<file path="config.mk">
export PLATFORM = sky130hd
export DESIGN_NAME = rsp_s2_dma_ahbic_in
export DESIGN_NICKNAME = d
export VERILOG_FILES = /design/src/rtl/rsp_s2_dma_ahbic_pkg.sv /design/src/rtl/rsp_s2_dma_ahbic_in_hold.sv /design/src/rtl/rsp_s2_dma_ahbic_in.sv
export SDC_FILE = /design/constraint.sdc
export NUM_CORES = 1
export LEC_CHECK = 0
export BUFFER_PORTS_ARGS = -buffer_cell sky130_fd_sc_hd__buf_4
export CELL_PAD_IN_SITES_DETAIL_PLACEMENT = 0
export CELL_PAD_IN_SITES_GLOBAL_PLACEMENT = 1
export CORE_MARGIN = 4
export CORE_UTILIZATION = 41
export DETAILED_ROUTE_END_ITERATION = 8
export HOLD_SLACK_MARGIN = 0.06
export PLACE_DENSITY = 0.95
export REMOVE_ABC_BUFFERS = 1
export SLEW_MARGIN = 5
export SYNTH_ARGS = -nofsm -noshare
export SYNTH_HDL_FRONTEND = slang
export SYNTH_SLANG_ARGS = --single-unit
</file>
<file path="constraint.sdc">
create_clock -name HCLK -period 2.62 [get_ports HCLK]
set_input_delay 0.131 -clock HCLK [delete_from_list [all_inputs] [get_ports HCLK]]
set_output_delay 0.131 -clock HCLK [all_outputs]
set_load 0.005 [all_outputs]
</file>
<file path="src/rtl/rsp_s2_dma_ahbic_pkg.sv">
// rsp_s2_dma_ahbic_pkg: shared AHB encodings for the rsp_s2_dma interconnect.
// Contents: HTRANS, HBURST and HRESP encodings, and the packed address-phase
// control bundle that the input stage stores in its holding register.
package rsp_s2_dma_ahbic_pkg;

   typedef enum logic [1:0] {
      HTRANS_IDLE   = 2'b00,
      HTRANS_BUSY   = 2'b01,
      HTRANS_NONSEQ = 2'b10,
      HTRANS_SEQ    = 2'b11
   } htrans_e;

   typedef enum logic [2:0] {
      HBURST_SINGLE = 3'b000,
      HBURST_INCR   = 3'b001,
      HBURST_WRAP4  = 3'b010,
      HBURST_INCR4  = 3'b011
   } hburst_e;

   typedef enum logic {
      HRESP_OKAY  = 1'b0,
      HRESP_ERROR = 1'b1
   } hresp_e;

   typedef struct packed {
      logic [1:0] trans;
      logic       write;
      logic [2:0] size;
      logic [2:0] burst;
      logic [3:0] prot;
      logic       lock;
   } ahb_ctrl_t;

endpackage

</file>
<file path="src/rtl/rsp_s2_dma_ahbic_in_hold.sv">
// rsp_s2_dma_ahbic_in_hold: address-phase holding register and output mux.
// Ports:
//   HCLK, HRESET       clock, asynchronous active-high reset
//   capture            load the live address phase into the register
//   hold_valid         register content is pending; selects it onto the outputs
//   conv               reissue a held SEQ beat as NONSEQ/INCR (burst restart)
//   HSELS/HADDRS/ctrl_s  live master address phase
//   HSELM/HADDRM/ctrl_m  address phase presented to the output stage
module rsp_s2_dma_ahbic_in_hold
   import rsp_s2_dma_ahbic_pkg::*;
#(
   parameter int ADDR_W = 32
) (
   input  logic              HCLK,
   input  logic              HRESET,
   input  logic              capture,
   input  logic              hold_valid,
   input  logic              conv,
   input  logic              HSELS,
   input  logic [ADDR_W-1:0] HADDRS,
   input  ahb_ctrl_t         ctrl_s,
   output logic              HSELM,
   output logic [ADDR_W-1:0] HADDRM,
   output ahb_ctrl_t         ctrl_m
);

   logic [ADDR_W-1:0] addr_q;
   ahb_ctrl_t         ctrl_q;

   always_ff @(posedge HCLK or posedge HRESET) begin
      if (HRESET) begin
         addr_q <= '0;
         ctrl_q <= '0;
      end else if (capture) begin
         addr_q <= HADDRS;
         ctrl_q <= ctrl_s;
      end
   end

   assign HSELM  = hold_valid | HSELS;
   assign HADDRM = hold_valid ? addr_q : HADDRS;

   always_comb begin
      ctrl_m = hold_valid ? ctrl_q : ctrl_s;
      // A continuation beat after lost ownership must restart as an undefined-length burst
      if (conv && hold_valid && ctrl_q.trans == HTRANS_SEQ) begin
         ctrl_m.trans = HTRANS_NONSEQ;
         ctrl_m.burst = HBURST_INCR;
      end
   end

endmodule

</file>
<file path="src/rtl/rsp_s2_dma_ahbic_in.sv">
// rsp_s2_dma_ahbic_in: AHB interconnect input stage (request, pass-through/hold, response route).
// Ports:
//   HCLK, HRESET                  clock, asynchronous active-high reset
//   HSELS..HMASTLOCKS, HREADYS    master-side address phase and bus ready
//   HREADYOUTS, HRESPS            ready/response returned to the master
//   grant                         output stage currently routes this port
//   HREADYM, HRESPM               ready/response from the output stage/slave
//   req_port                      request to the output arbiter
//   HSELM..HMASTLOCKM             address phase presented to the output stage
// Build option: RSP_S2_DMA_AHBIC_IN_BURST_CONV_EN reissues a held SEQ beat as
// NONSEQ/INCR when grant was lost since this port's previous beat.
module rsp_s2_dma_ahbic_in
   import rsp_s2_dma_ahbic_pkg::*;
#(
   parameter int PORT_ID = 0,
   parameter int ADDR_W  = 32
) (
   input  logic              HCLK,
   input  logic              HRESET,
   input  logic              HSELS,
   input  logic [ADDR_W-1:0] HADDRS,
   input  logic [1:0]        HTRANSS,
   input  logic              HWRITES,
   input  logic [2:0]        HSIZES,
   input  logic [2:0]        HBURSTS,
   input  logic [3:0]        HPROTS,
   input  logic              HMASTLOCKS,
   input  logic              HREADYS,
   output logic              HREADYOUTS,
   output logic              HRESPS,
   input  logic              grant,
   input  logic              HREADYM,
   input  logic              HRESPM,
   output logic              req_port,
   output logic              HSELM,
   output logic [ADDR_W-1:0] HADDRM,
   output logic [1:0]        HTRANSM,
   output logic              HWRITEM,
   output logic [2:0]        HSIZEM,
   output logic [2:0]        HBURSTM,
   output logic [3:0]        HPROTM,
   output logic              HMASTLOCKM
);

   // Port index lives in the arbiter's encoding; the stage itself is port-agnostic
   localparam int unused_port_id = PORT_ID;

   ahb_ctrl_t ctrl_s, ctrl_m;
   logic      hold_valid, data_phase, new_trans, accept, capture, issue, conv;

   assign ctrl_s = '{trans: HTRANSS, write: HWRITES, size: HSIZES, burst: HBURSTS,
                     prot: HPROTS, lock: HMASTLOCKS};

   assign new_trans = HSELS & HTRANSS[1] & HREADYS;
   assign accept    = grant & HREADYM;
   assign capture   = new_trans & ~accept;
   // hold_valid and new_trans are exclusive, so this covers pass-through and release
   assign issue     = accept & (hold_valid | new_trans);

   always_ff @(posedge HCLK or posedge HRESET) begin
      if (HRESET) begin
         hold_valid <= 1'b0;
         data_phase <= 1'b0;
      end else begin
         hold_valid <= capture ? 1'b1 : (accept ? 1'b0 : hold_valid);
         data_phase <= issue ? 1'b1 : (HREADYM ? 1'b0 : data_phase);
      end
   end

`ifdef RSP_S2_DMA_AHBIC_IN_BURST_CONV_EN
   logic lost;
   always_ff @(posedge HCLK or posedge HRESET) begin
      if (HRESET) lost <= 1'b0;
      else        lost <= ~grant | (lost & ~issue);
   end
   assign conv = lost;
`else
   assign conv = 1'b0;
`endif

   rsp_s2_dma_ahbic_in_hold #(.ADDR_W(ADDR_W)) u_hold (
      .HCLK       (HCLK),
      .HRESET     (HRESET),
      .capture    (capture),
      .hold_valid (hold_valid),
      .conv       (conv),
      .HSELS      (HSELS),
      .HADDRS     (HADDRS),
      .ctrl_s     (ctrl_s),
      .HSELM      (HSELM),
      .HADDRM     (HADDRM),
      .ctrl_m     (ctrl_m)
   );

   assign HTRANSM    = ctrl_m.trans;
   assign HWRITEM    = ctrl_m.write;
   assign HSIZEM     = ctrl_m.size;
   assign HBURSTM    = ctrl_m.burst;
   assign HPROTM     = ctrl_m.prot;
   assign HMASTLOCKM = ctrl_m.lock;

   assign req_port   = hold_valid | new_trans;
   assign HREADYOUTS = hold_valid ? 1'b0 : (data_phase ? HREADYM : 1'b1);
   assign HRESPS     = data_phase ? HRESPM : HRESP_OKAY;

endmodule

</file>
Yosys cells after proc, flatten, opt, wreduce, memory -nomap -nowiden
Index checks and enable logic that the tools add are counted.
- output and inout port bits: 50
- flip-flop bits (word level): 48
- mux-type cells: 9
- reduce and logical (&&, ||, !) cells: 2
- bitwise gates (word level): 8
- operator list (cell ; number):
    32-bit 2-to-1 mux ; 1
    14-bit 2-to-1 mux ; 1
    1-bit 2-to-1 mux ; 7
    1-bit bitwise AND ; 5
    2-bit nonzero test ; 2
    1-bit OR ; 2
    1-bit inverter ; 1

Logic depth before layout (Yosys ltp)
Gate-level depths: netlist of the first run.
- depth after elaboration: 5
- mapped depth: 4
- mapped depth without buffers: 3

By module
Synthesis of the first run repeated with hierarchy kept, for this count alone.
- cell total of the unflattened synthesis: 172
- area, all modules: 2805.2 µm²
- by module, submodules not included (module ; cells an instance ; times used ; area each (µm²) ; sequential area each (µm²)):
    rsp_s2_dma_ahbic_in_hold ; 159 ; 1 ; 2690.1 ; 1151.1
    rsp_s2_dma_ahbic_in ; 13 ; 1 ; 115.1 ; 50.0

Least setup slack after synthesis of the first run
No wires, ideal clock.
- path kind: reg-to-output
- start point: register hold_valid
- end point: output port HADDRM[22]
- required time: 2489 ps
- path slack: 1373 ps
- cell stages (with the launch flop): 4
- data arrival time: 1116 ps
- buffers on the path: 2
- cell sequence: dfrtp_1 buf_2 buf_2 mux2_2
- word-level cells in the longest chain between the ends: 1
- ends and longest elaborated chain (item ; RTL line ; RTL):
    start, declared ; rsp_s2_dma_ahbic_in.sv:49 ; logic hold_valid, data_phase, new_trans, accept, capture, issue, conv;
    start signal, assigned ; rsp_s2_dma_ahbic_in.sv:65 ; hold_valid <= capture ? 1'b1 : (accept ? 1'b0 : hold_valid);
    32-bit 2-to-1 mux ; rsp_s2_dma_ahbic_in_hold.sv:41 ; assign HADDRM = hold_valid ? addr_q : HADDRS;
    end, declared ; rsp_s2_dma_ahbic_in.sv:36 ; output logic [ADDR_W-1:0] HADDRM,
No other way between the ends.

Final worst setup path of the first run
- start point: input port grant
- end point: register u_hold.ctrl_q[5] in the netlist's numbering
- word-level cells in the longest chain between the ends: 3
- ends and longest elaborated chain (item ; RTL line ; RTL):
    start, declared ; rsp_s2_dma_ahbic_in.sv:31 ; input logic grant,
    1-bit bitwise AND ; rsp_s2_dma_ahbic_in.sv:55 ; assign accept = grant & HREADYM;
    1-bit inverter ; rsp_s2_dma_ahbic_in.sv:56 ; assign capture = new_trans & ~accept;
    1-bit bitwise AND ; rsp_s2_dma_ahbic_in.sv:56 ;
    end signal, assigned ; rsp_s2_dma_ahbic_in_hold.sv:36 ; ctrl_q <= ctrl_s;
    end, declared ; rsp_s2_dma_ahbic_in_hold.sv:28 ; ahb_ctrl_t ctrl_q;
No other way between the ends.
A chain may end at the register's enable or synchronous reset.

==> results.md, run 1 <==
* Status: finished, final reports clean
* Final Setup Violations at 0
* Layout area overhead at 39.2%
* Setup Skew at 0.0353 ps
* CTS tree: done
* Core Box Area at 5960 sq um
* GR Overflow Total at 0
* CTS Hold Buffers Added at 3
* Initial DRC Count at 37
* Min Clock Period, post-route at 2190 ps
* Post-cts resize count at 0
* First-pass GRT wire length at 8630 um
* Maxcap violations at 0
* Critical path fanouts, max at 46
* Post-Syn Area at 2520 sq um
* Fin Setup TNS at 0 ps
* Vias in the first global route at 1793
* Worst-Margin Slew at 1080 ps
* DP Worst Slack at 660 ps
* Via/cell ratio at 4.78
* Worst Setup Start Kind: primary input
* Final period util at 0.837
* Postcts setup bufs at 0
* Hold Path Class: in2reg
* H-tree depth at 2
* Slew margin rel. at 0.277
* CP Cell Sequence: dlygate4sd3_1, buf_4, nand2_2, nand4_4, mux2_2
* Antenna violations before repair at 0
* Sink Count at 48
* Delay of the slowest cell on the worst path at 830 ps
* Worst-case clock buffer depth at 2
* Largest net degree at the start of global routing at 47
* Max Clk Rate at 456 MHz
* Syn Area/Cell at 15.8 sq um
* Sequential fraction of the synthesis area at 0.476
* Crit path kind: in2reg
* Die Width at 86.5 um
* Final hold violations at 0
* Fin Hold WS at 73.1 ps
* P_leak at 1.76 nW
* Nets@finish at 323
* Post-DP HPWL at 3780 um
* # diodes at 0
* CP Capture Type: flop
* Worst R2R Setup Slack at 930 ps
* DRC violations left at 0
* Port bufs at 102
* Worst-path clk slew at 90 ps
* Flop and latch count out of synthesis at 48
* Starting density of the core at 0.424
* Cells after Synth at 160
* Vias at 1654
* IO Pins at 103
* Unrepaired setup endpoints after global routing: no
* Cell Rows at 28
* GRT Util Overall at 0.144
* Worst EP arrival at 2370 ps
* Die area at 7480 sq um
* Drt first pass iters at 4
* CTS Buf Count at 5
* Filler instances at 488
* Final GP Congestion at 0.686
* VDD IR-drop max at 0.000285 V
* PwrDens at 603 nW/um^2
* Final worst setup slack at 428 ps
* CTS root buffer: clkbuf_8
* WP data required at 2800 ps
* Routed WL per cell at 15.0 um
* Layout cell share with drive strength beyond 1 at 0.768
* Final ANT Viol Nets at 0
* Syn. warnings at 0
* Chip height at 86.5 um
* Critical path's slowest cell: nand4_4
* Final WL at 5210 um
* Max Slew Vio Count at 0
* Worst skew pair latency at 290 ps
* Post-synth cell types at 14
==> path summary, 6_finish.rpt <==
path | startpoint | end | depth (start not counted)
setup reg to reg | hold_valid | hold_valid | 3
hold / removal | HSIZES[0] | u_hold.ctrl_q[8] | 2
hold reg to reg | u_hold.ctrl_q[13] | u_hold.ctrl_q[13] | 1
setup / recovery | grant | u_hold.ctrl_q[5] | 5
max in group asynchronous | HRESET | u_hold.ctrl_q[6] | 4
min in group asynchronous | HRESET | u_hold.addr_q[13] | 3
==> stage by stage <==
stage / std cells / instance area [sq um] / util / total power, mW
finish: 346 / 3520 / 0.590 / 2.12
global route: 346 / 3520 / 0.590 / 2.25
CTS: 341 / 3470 / 0.582 / 2.14
detailed placement: 330 / 3340 / 0.561 / 1.68
global placement: 330 / 3340 / 0.561 / 1.66
floorplan: 151 / 2450 / - / 1.37
==> cell type report <==
type                       count  area [sq um]  area share
sequential                    48          1200       0.342
tap                           75          93.8      0.0267
clock buffer                   6          82.6      0.0235
clock inverter                 2          10.0     0.00285
timing repair buffer         112           873       0.248
inverter                       3          11.3     0.00320
multi-input combinational    100          1240       0.353
==> registers in the layout (all words and copies together) (netlist names) <==
register and cells:
u_hold.ctrl_q 14, data_phase 1, u_hold.addr_q 32, hold_valid 1
==> worst max-delay path, delay by kind of cell <==
family	cells	cell delay, ps
buf+inv	2	680
mux	1	610
simple gates	2	910
==> Yosys cell counts <==
library cell | instances | area share
or2_2 | 1 | 0.0025
mux2_2 | 52 | 0.23
dfrtp_1 | 48 | 0.48
buf_2 | 5 | 0.0099
and2_1 | 1 | 0.0025
nand2b_1 | 1 | 0.0025
nand4_4 | 1 | 0.0084
a31oi_1 | 1 | 0.0025
mux2_4 | 39 | 0.23
a21oi_1 | 2 | 0.0040
nand2_2 | 1 | 0.0025
inv_1 | 3 | 0.0045
o2bb2ai_1 | 1 | 0.0035
buf_6 | 4 | 0.018
==> where the power goes <==
part	leakage [nW]	switching [mW]	internal, mW
clock network	0.0510	0.235	0.211
logic	1.14	0.193	0.486
registers	0.569	0.101	0.893
==> cell families (layout without fill, tap and decap cells) <==
| group | Yosys count | after routing | share of synthesized area |
|---|---|---|---|
| buffers and inverters | 12 | 123 | 0.0322 |
| DFF | 48 | 48 | 0.476 |
| muxes | 91 | 91 | 0.464 |
| and+or+nand+nor | 5 | 5 | 0.0183 |
| AOI/OAI and AO/OA | 4 | 4 | 0.00991 |
==> routing by layer <==
layer / track usage / wire length (um)
met5: 0 / 0
met4: 0.0326 / 41
met3: 0.0361 / 401
met2: 0.236 / 2530
met1: 0.193 / 2230
==> layout by cell type, fill, tap and decap left out <==
cell           instances
a31oi_1                1
or2_2                  1
clkinv_2               2
clkbuf_8               6
mux2_2                52
mux2_4                39
nand2_2                1
a21oi_1                2
nand2b_1               1
buf_4                103
dfrtp_2                1
inv_2                  1
and2_1                 1
dlygate4sd3_1          8
buf_12                 1
inv_1                  2
nand4_4                1
o2bb2ai_1              1
dfrtp_1               47
Power figures use the tool's default switching activity.
==> inputs of run 2 (changes only) <==
--- a/config.mk
+++ b/config.mk
@@ -9,10 +9,10 @@
 export CELL_PAD_IN_SITES_DETAIL_PLACEMENT = 0
 export CELL_PAD_IN_SITES_GLOBAL_PLACEMENT = 1
 export CORE_MARGIN = 4
-export CORE_UTILIZATION = 41
+export CORE_UTILIZATION = 34
 export DETAILED_ROUTE_END_ITERATION = 8
 export HOLD_SLACK_MARGIN = 0.06
-export PLACE_DENSITY = 0.95
+export PLACE_DENSITY = 0.85
 export REMOVE_ABC_BUFFERS = 1
 export SLEW_MARGIN = 5
 export SYNTH_ARGS = -nofsm -noshare
==> constraint.sdc (replaced) <==
create_clock -name HCLK -period 1.87 [get_ports HCLK]
set_input_delay 0.0935 -clock HCLK [delete_from_list [all_inputs] [get_ports HCLK]]
set_output_delay 0.0935 -clock HCLK [all_outputs]
set_load 0.005 [all_outputs]
==> run 2 against run 1 <==
Against the previous run:
- total power up 48%
- global-route usage shrank 0.60 points
- clock skew about the same
- design area grew 13%
- critical path depth shrank 1
- first-iteration DRC count decreased by 68%
- hold slack improved by 18 ps
- combinational power grew 53%
- sequential share of layout area down 4.0 points
- flip-flop and latch count unchanged
- register-to-register slack got worse by 760 ps
- largest power group unchanged
==> results.md, run 2 (synthesized netlist as in run 1, its figures left out) <==
* Status: finished, final reports clean
* Fin Setup TNS at 0 ps (unchanged)
* Worst-path clk slew at 90 ps (about the same)
* First-pass GRT wire length at 9630 um (+12%)
* Final ANT Viol Nets at 0 (unchanged)
* Layout cell share with drive strength beyond 1 at 0.669 (-0.0987)
* Final hold violations at 0 (unchanged)
* Worst EP arrival at 1890 ps (-480 ps)
* Largest net degree at the start of global routing at 29 (-38%)
* Starting density of the core at 0.348 (-0.0758)
* # diodes at 0 (unchanged)
* Die Width at 94.2 um (+8.9%)
* Leading cell type in the layout, fill and taps excluded: buf_4
* Critical path fanouts, max at 28 (-39%)
* Worst Setup Start Kind: flop
* Core Box Area at 7250 sq um (+22%)
* FF-to-FF path depth at 4 (+1)
* Port bufs at 102 (unchanged)
* WP data required at 2050 ps (-750 ps)
* Biggest regs: u_hold.addr_q x32, u_hold.ctrl_q x14
* Chip height at 94.2 um (+8.9%)
* P_leak at 1.95 nW (+11%)
* Setup Skew at 0.0856 ps (+0.0502 ps)
* Hold Path Depth at 3 (+1)
* Postcts setup bufs at 0 (unchanged)
* GRT Util Overall at 0.138 (-0.00601)
* Sink Count at 48 (unchanged)
* Max reg flops at 32 (unchanged)
* CTS tree: done
* GR Overflow Total at 0 (unchanged)
* Drt first pass iters at 2 (-2)
* Worst-Margin Slew at 538 ps (-545 ps)
* Min Clock Period, post-route at 1700 ps
* Final Setup Violations at 0 (unchanged)
* PwrDens at 785 nW/um^2 (+30%)
* Tot Pwr at 3.13 mW (+48%)
* Final WL at 5630 um (+8.1%)
* Max Clk Rate at 587 MHz
* Max Slew Vio Count at 0 (unchanged)
* Antenna violations before repair at 0 (unchanged)
* CTS Buf Count at 5 (unchanged)
* Dpl cells at 357 (+8.2%)
* Final GP Congestion at 0.690 (+0.63%)
* IO Pins at 103 (unchanged)
* CP Capture Type: flop
* Initial DRC Count at 12 (-68%)
* Slew margin rel. at 0.641 (+0.364)
* Routed WL per cell at 13.6 um (-9.4%)
* Commonest non-fill, non-tap cells in the layout: buf_4, mux2_2, dlygate4sd3_1
* Fin Hold WS at 91.0 ps (+17.9 ps)
* Worst skew pair latency at 300 ps (about the same)
* Vias at 1815 (+9.7%)
* Crit path kind: reg2reg
* Cell Rows at 31 (+11%)
* Final worst setup slack at 166 ps (-262 ps)
* CTS root buffer: clkbuf_8
* Maxcap violations at 0 (unchanged)
* Worst-case clock buffer depth at 2 (unchanged)
* Vias in the first global route at 2019 (+13%)
* Post-cts resize count at 0 (unchanged)
* Hold Path Class: in2reg
* DRC violations left at 0 (unchanged)
* Via/cell ratio at 4.39 (-8.1%)
* Die area at 8870 sq um (+19%)
* Nets@finish at 366 (+13%)
* Layout area overhead at 57.8%
* Post-DP HPWL at 3840 um (+1.5%)
* CTS Hold Buffers Added at 48 (+45)
* H-tree depth at 2 (unchanged)
* Top reg by flops: u_hold.addr_q
* VDD IR-drop max at 0.000363 V (+27%)
* Final period util at 0.911
* DP Worst Slack at 567 ps (-92.8 ps)
* Non-filler cells, final at 413 (+19%)
* Unrepaired setup endpoints after global routing: no
[run 2: changes by cell type in the layout (fill, tap and decap cells not counted), sizes merged]
cell	change
dlygate4sd3	+40
buf	+3
bufinv	+1
clkinv	-1
[run 2: critical path, cell delays in order, from the launching register on]
cell	delay (ps)
dfrtp_2	400
buf_4	240
a31oi_1	280
a21oi_1	90
dlygate4sd3_1	570
[run 2: final timing paths]
path	slack (ps)	end	from
worst max-delay path	170	hold_valid	hold_valid
worst min-delay path	90	data_phase	HREADYM
worst max register to register	170	hold_valid	hold_valid
worst min register to register	480	u_hold.ctrl_q[13]	u_hold.ctrl_q[13]
max in group asynchronous	930	u_hold.ctrl_q[4]	HRESET
min in group asynchronous	410	u_hold.addr_q[14]	HRESET
[run 2: per-layer routing]
| layer | track usage | wire length, um | vias to the layer above |
|---|---|---|---|
| li1 | - | - | 880 |
| met1 | 0.167 | 2370 | 866 |
| met2 | 0.237 | 2810 | 64 |
| met3 | 0.0449 | 405 | 5 |
| met4 | 0.0325 | 51 | 0 |
| met5 | 0 | 0 | - |
[run 2: layout make-up]
| type | instances | area, sq um |
|---|---|---|
| Multi-Input combinational cell | 100 | 1240 |
| Fill cell | 618 | 3270 |
| Clock inverter | 2 | 35.0 |
| Tap cell | 99 | 124 |
| Timing Repair Buffer | 155 | 1300 |
| Sequential cell | 48 | 1200 |
| Clock buffer | 6 | 72.6 |
| Inverter | 3 | 11.3 |
[run 2: where the power goes]
group / leakage, nW / switching, mW / internal [mW]
Clock: 0.0552 / 0.326 / 0.397
Combinational: 1.32 / 0.307 / 0.733
Sequential: 0.569 / 0.114 / 1.25
[run 2: per-stage QoR]
step / util / area (sq um)
after floorplan: - / 2450
after global placement: 0.468 / 3400
after detailed placement: 0.468 / 3400
after CTS: 0.549 / 3980
after global routing: 0.549 / 3980
final: 0.549 / 3980
==> inputs of run 3 (changes only) <==
--- a/config.mk
+++ b/config.mk
@@ -9,10 +9,10 @@
 export CELL_PAD_IN_SITES_DETAIL_PLACEMENT = 0
 export CELL_PAD_IN_SITES_GLOBAL_PLACEMENT = 1
 export CORE_MARGIN = 4
-export CORE_UTILIZATION = 34
+export CORE_UTILIZATION = 38
 export DETAILED_ROUTE_END_ITERATION = 8
 export HOLD_SLACK_MARGIN = 0.06
-export PLACE_DENSITY = 0.85
+export PLACE_DENSITY_LB_ADDON = 0.1
 export REMOVE_ABC_BUFFERS = 1
 export SLEW_MARGIN = 5
 export SYNTH_ARGS = -nofsm -noshare
==> constraint.sdc (replaced) <==
create_clock -name HCLK -period 1.8 [get_ports HCLK]
set_input_delay 0.09 -clock HCLK [delete_from_list [all_inputs] [get_ports HCLK]]
set_output_delay 0.09 -clock HCLK [all_outputs]
set_load 0.005 [all_outputs]
==> run 3 against run 2 <==
Against the previous run:
- critical path depth unchanged
- routed wire length up 1.4%
- total power rose by 4.5%
- sequential power up 4%
- cell count is 5.1% lower
- sequential share of layout area hardly changed
- largest power group unchanged
==> results.md, run 3 (synthesized netlist as in run 1, its figures left out) <==
* Worst skew pair latency at 290 ps (about the same)
* Fin Setup TNS at 0 ps (unchanged)
* H-tree depth at 2 (unchanged)
* Dpl cells at 336 (-5.9%)
* CP Capture Type: flop
* Multi-input logic area at 1240 sq um (unchanged)
* Antenna violations before repair at 0 (unchanged)
* Worst r2r dst: hold_valid
* Vias at 1829 (+0.77%)
* DP Area at 3390 sq um (-0.22%)
* DRC violations left at 0 (unchanged)
* Filler instances at 499 (-19%)
* Fin Hold WS at 95.6 ps (+4.56 ps)
* Max Slew Vio Count at 0 (unchanged)
* Vias in the first global route at 1911 (-5.3%)
* Top reg by flops: u_hold.addr_q
* Largest net degree at the start of global routing at 28 (-3.4%)
* Worst-Margin Slew at 553 ps (+15.1 ps)
* Max Clk Rate at 608 MHz (+3.6%)
* Tot Pwr at 3.27 mW (+4.5%)
* CP Cell Sequence: buf_4, a31oi_1, a21oi_1, dlygate4sd3_1
* Starting density of the core at 0.395 (+0.0473)
* Critical path's slowest cell: dlygate4sd3_1
* Routed WL per cell at 14.5 um (+6.8%)
* CTS Buf Count at 5 (unchanged)
* First-pass GRT wire length at 9040 um (-6.1%)
* WP data required at 1980 ps (-70 ps)
* Final worst setup slack at 154 ps (-11.3 ps)
* Sink Count at 48 (unchanged)
* Non-filler cells, final at 392 (-5.1%)
* Final hold violations at 0 (unchanged)
* Via/cell ratio at 4.67 (+6.2%)
* PwrDens at 821 nW/um^2 (+4.6%)
* Core Box Area at 6390 sq um (-12%)
* Worst-path clk slew at 80 ps (about the same)
* Postcts setup bufs at 0 (unchanged)
* Critical path endpoint: hold_valid
* Chip height at 89.5 um (-4.9%)
* Die Width at 89.5 um (-4.9%)
* Setup Skew at 0.405 ps (+0.320 ps)
* P_leak at 1.96 nW (+0.59%)
* Post-cts resize count at 0 (unchanged)
* Critical path fanouts, max at 24 (-14%)
* Final period util at 0.914 (+0.00284)
* Post-route cell area at 3980 sq um (about the same)
* Layout cell share with drive strength beyond 1 at 0.673 (+0.00423)
* CTS Hold Buffers Added at 48 (unchanged)
* Nets@finish at 367 (+0.27%)
* DP Worst Slack at 477 ps (-90.2 ps)
* Sequential Area at 1200 sq um (unchanged)
* Slew margin rel. at 0.631 (-0.0101)
* Final WL at 5700 um (+1.4%)
* Delay of the slowest cell on the worst path at 560 ps (about the same)
* GRT Util Overall at 0.146 (+0.00777)
* VDD IR-drop max at 0.000355 V (-2.0%)
* Final ANT Viol Nets at 0 (unchanged)
* Initial DRC Count at 29 (+17)
* CTS tree: done
* Drt first pass iters at 4 (+2)
* Max reg flops at 32 (unchanged)
* Setup crit start: hold_valid
* Worst R2R Setup Slack at 150 ps (about the same)
* CTS root buffer: clkbuf_8
* Biggest regs: u_hold.addr_q x32, u_hold.ctrl_q x14
* FF-to-FF path depth at 4 (unchanged)
* Cell Rows at 29 (-6.5%)
* Final GP Congestion at 0.671 (-2.8%)
* Layout area overhead at 57.6% (about the same)
* Worst-case clock buffer depth at 2 (unchanged)
* Status: finished, final reports clean
* Worst EP arrival at 1820 ps (-70 ps)
* Worst Setup Start Kind: flop
* R2r startpoint: hold_valid
* Maxcap violations at 0 (unchanged)
* Final core utilization at 0.623 (+0.0740)
* Port bufs at 102 (unchanged)
* # diodes at 0 (unchanged)
* Min Clock Period, post-route at 1650 ps (-58.7 ps)
* Post-DP HPWL at 3890 um (+1.3%)
* Leading cell type in the layout, fill and taps excluded: buf_4
* Unrepaired setup endpoints after global routing: no
* Final Setup Violations at 0 (unchanged)
* IO Pins at 103 (unchanged)
* Commonest non-fill, non-tap cells in the layout: buf_4, mux2_2, dlygate4sd3_1
* Crit path kind: reg2reg
* Die area at 8010 sq um (-9.7%)
* Hold Path Class: in2reg
* GR Overflow Total at 0 (unchanged)
run 3: changes by cell type in the layout (fill, tap and decap cells not counted), sizes merged:
cell      delta
clkinvlp     +1
buf          +1
clkbuf       -1
run 3: layout make-up:
class	instances	area share
multi-input combinational	100	0.312
clock inverter	3	0.0107
inverter	3	0.00283
timing repair buffer	156	0.331
clock buffer	5	0.0173
tap	77	0.0242
sequential	48	0.302
run 3: worst min-delay path by stage:
| stage | from | to | slack [ps] | cells past startpoint |
|---|---|---|---|---|
| floorplan | HREADYM | hold_valid | 180 | 1 |
| global placement | HRESET | u_hold.ctrl_q[1] | 190 | 2 |
| detailed placement | HRESET | u_hold.ctrl_q[11] | 190 | 2 |
| CTS | HREADYM | data_phase | 90 | 3 |
| global route | HREADYM | data_phase | 120 | 3 |
| finish | HREADYM | data_phase | 100 | 3 |
run 3: metal layers:
metal / GRT usage / wire [um]
met1: 0.186 / 2450
met2: 0.248 / 2830
met3: 0.0396 / 393
met4: 0.0325 / 35
met5: 0 / 0
run 3: report_power, final:
| part | total, mW | internal [mW] | switching (mW) |
|---|---|---|---|
| combinational | 1.09 | 0.764 | 0.323 |
| sequential | 1.42 | 1.30 | 0.118 |
| clock | 0.765 | 0.411 | 0.354 |
| total | 3.27 | 2.48 | 0.794 |
run 3: critical path, delay by kind of cell, from the launching register on:
kind / cells / cell delay (ps)
AOI/OAI and AO/OA: 2 / 330
DFF: 1 / 400
buffers and inverters: 2 / 790
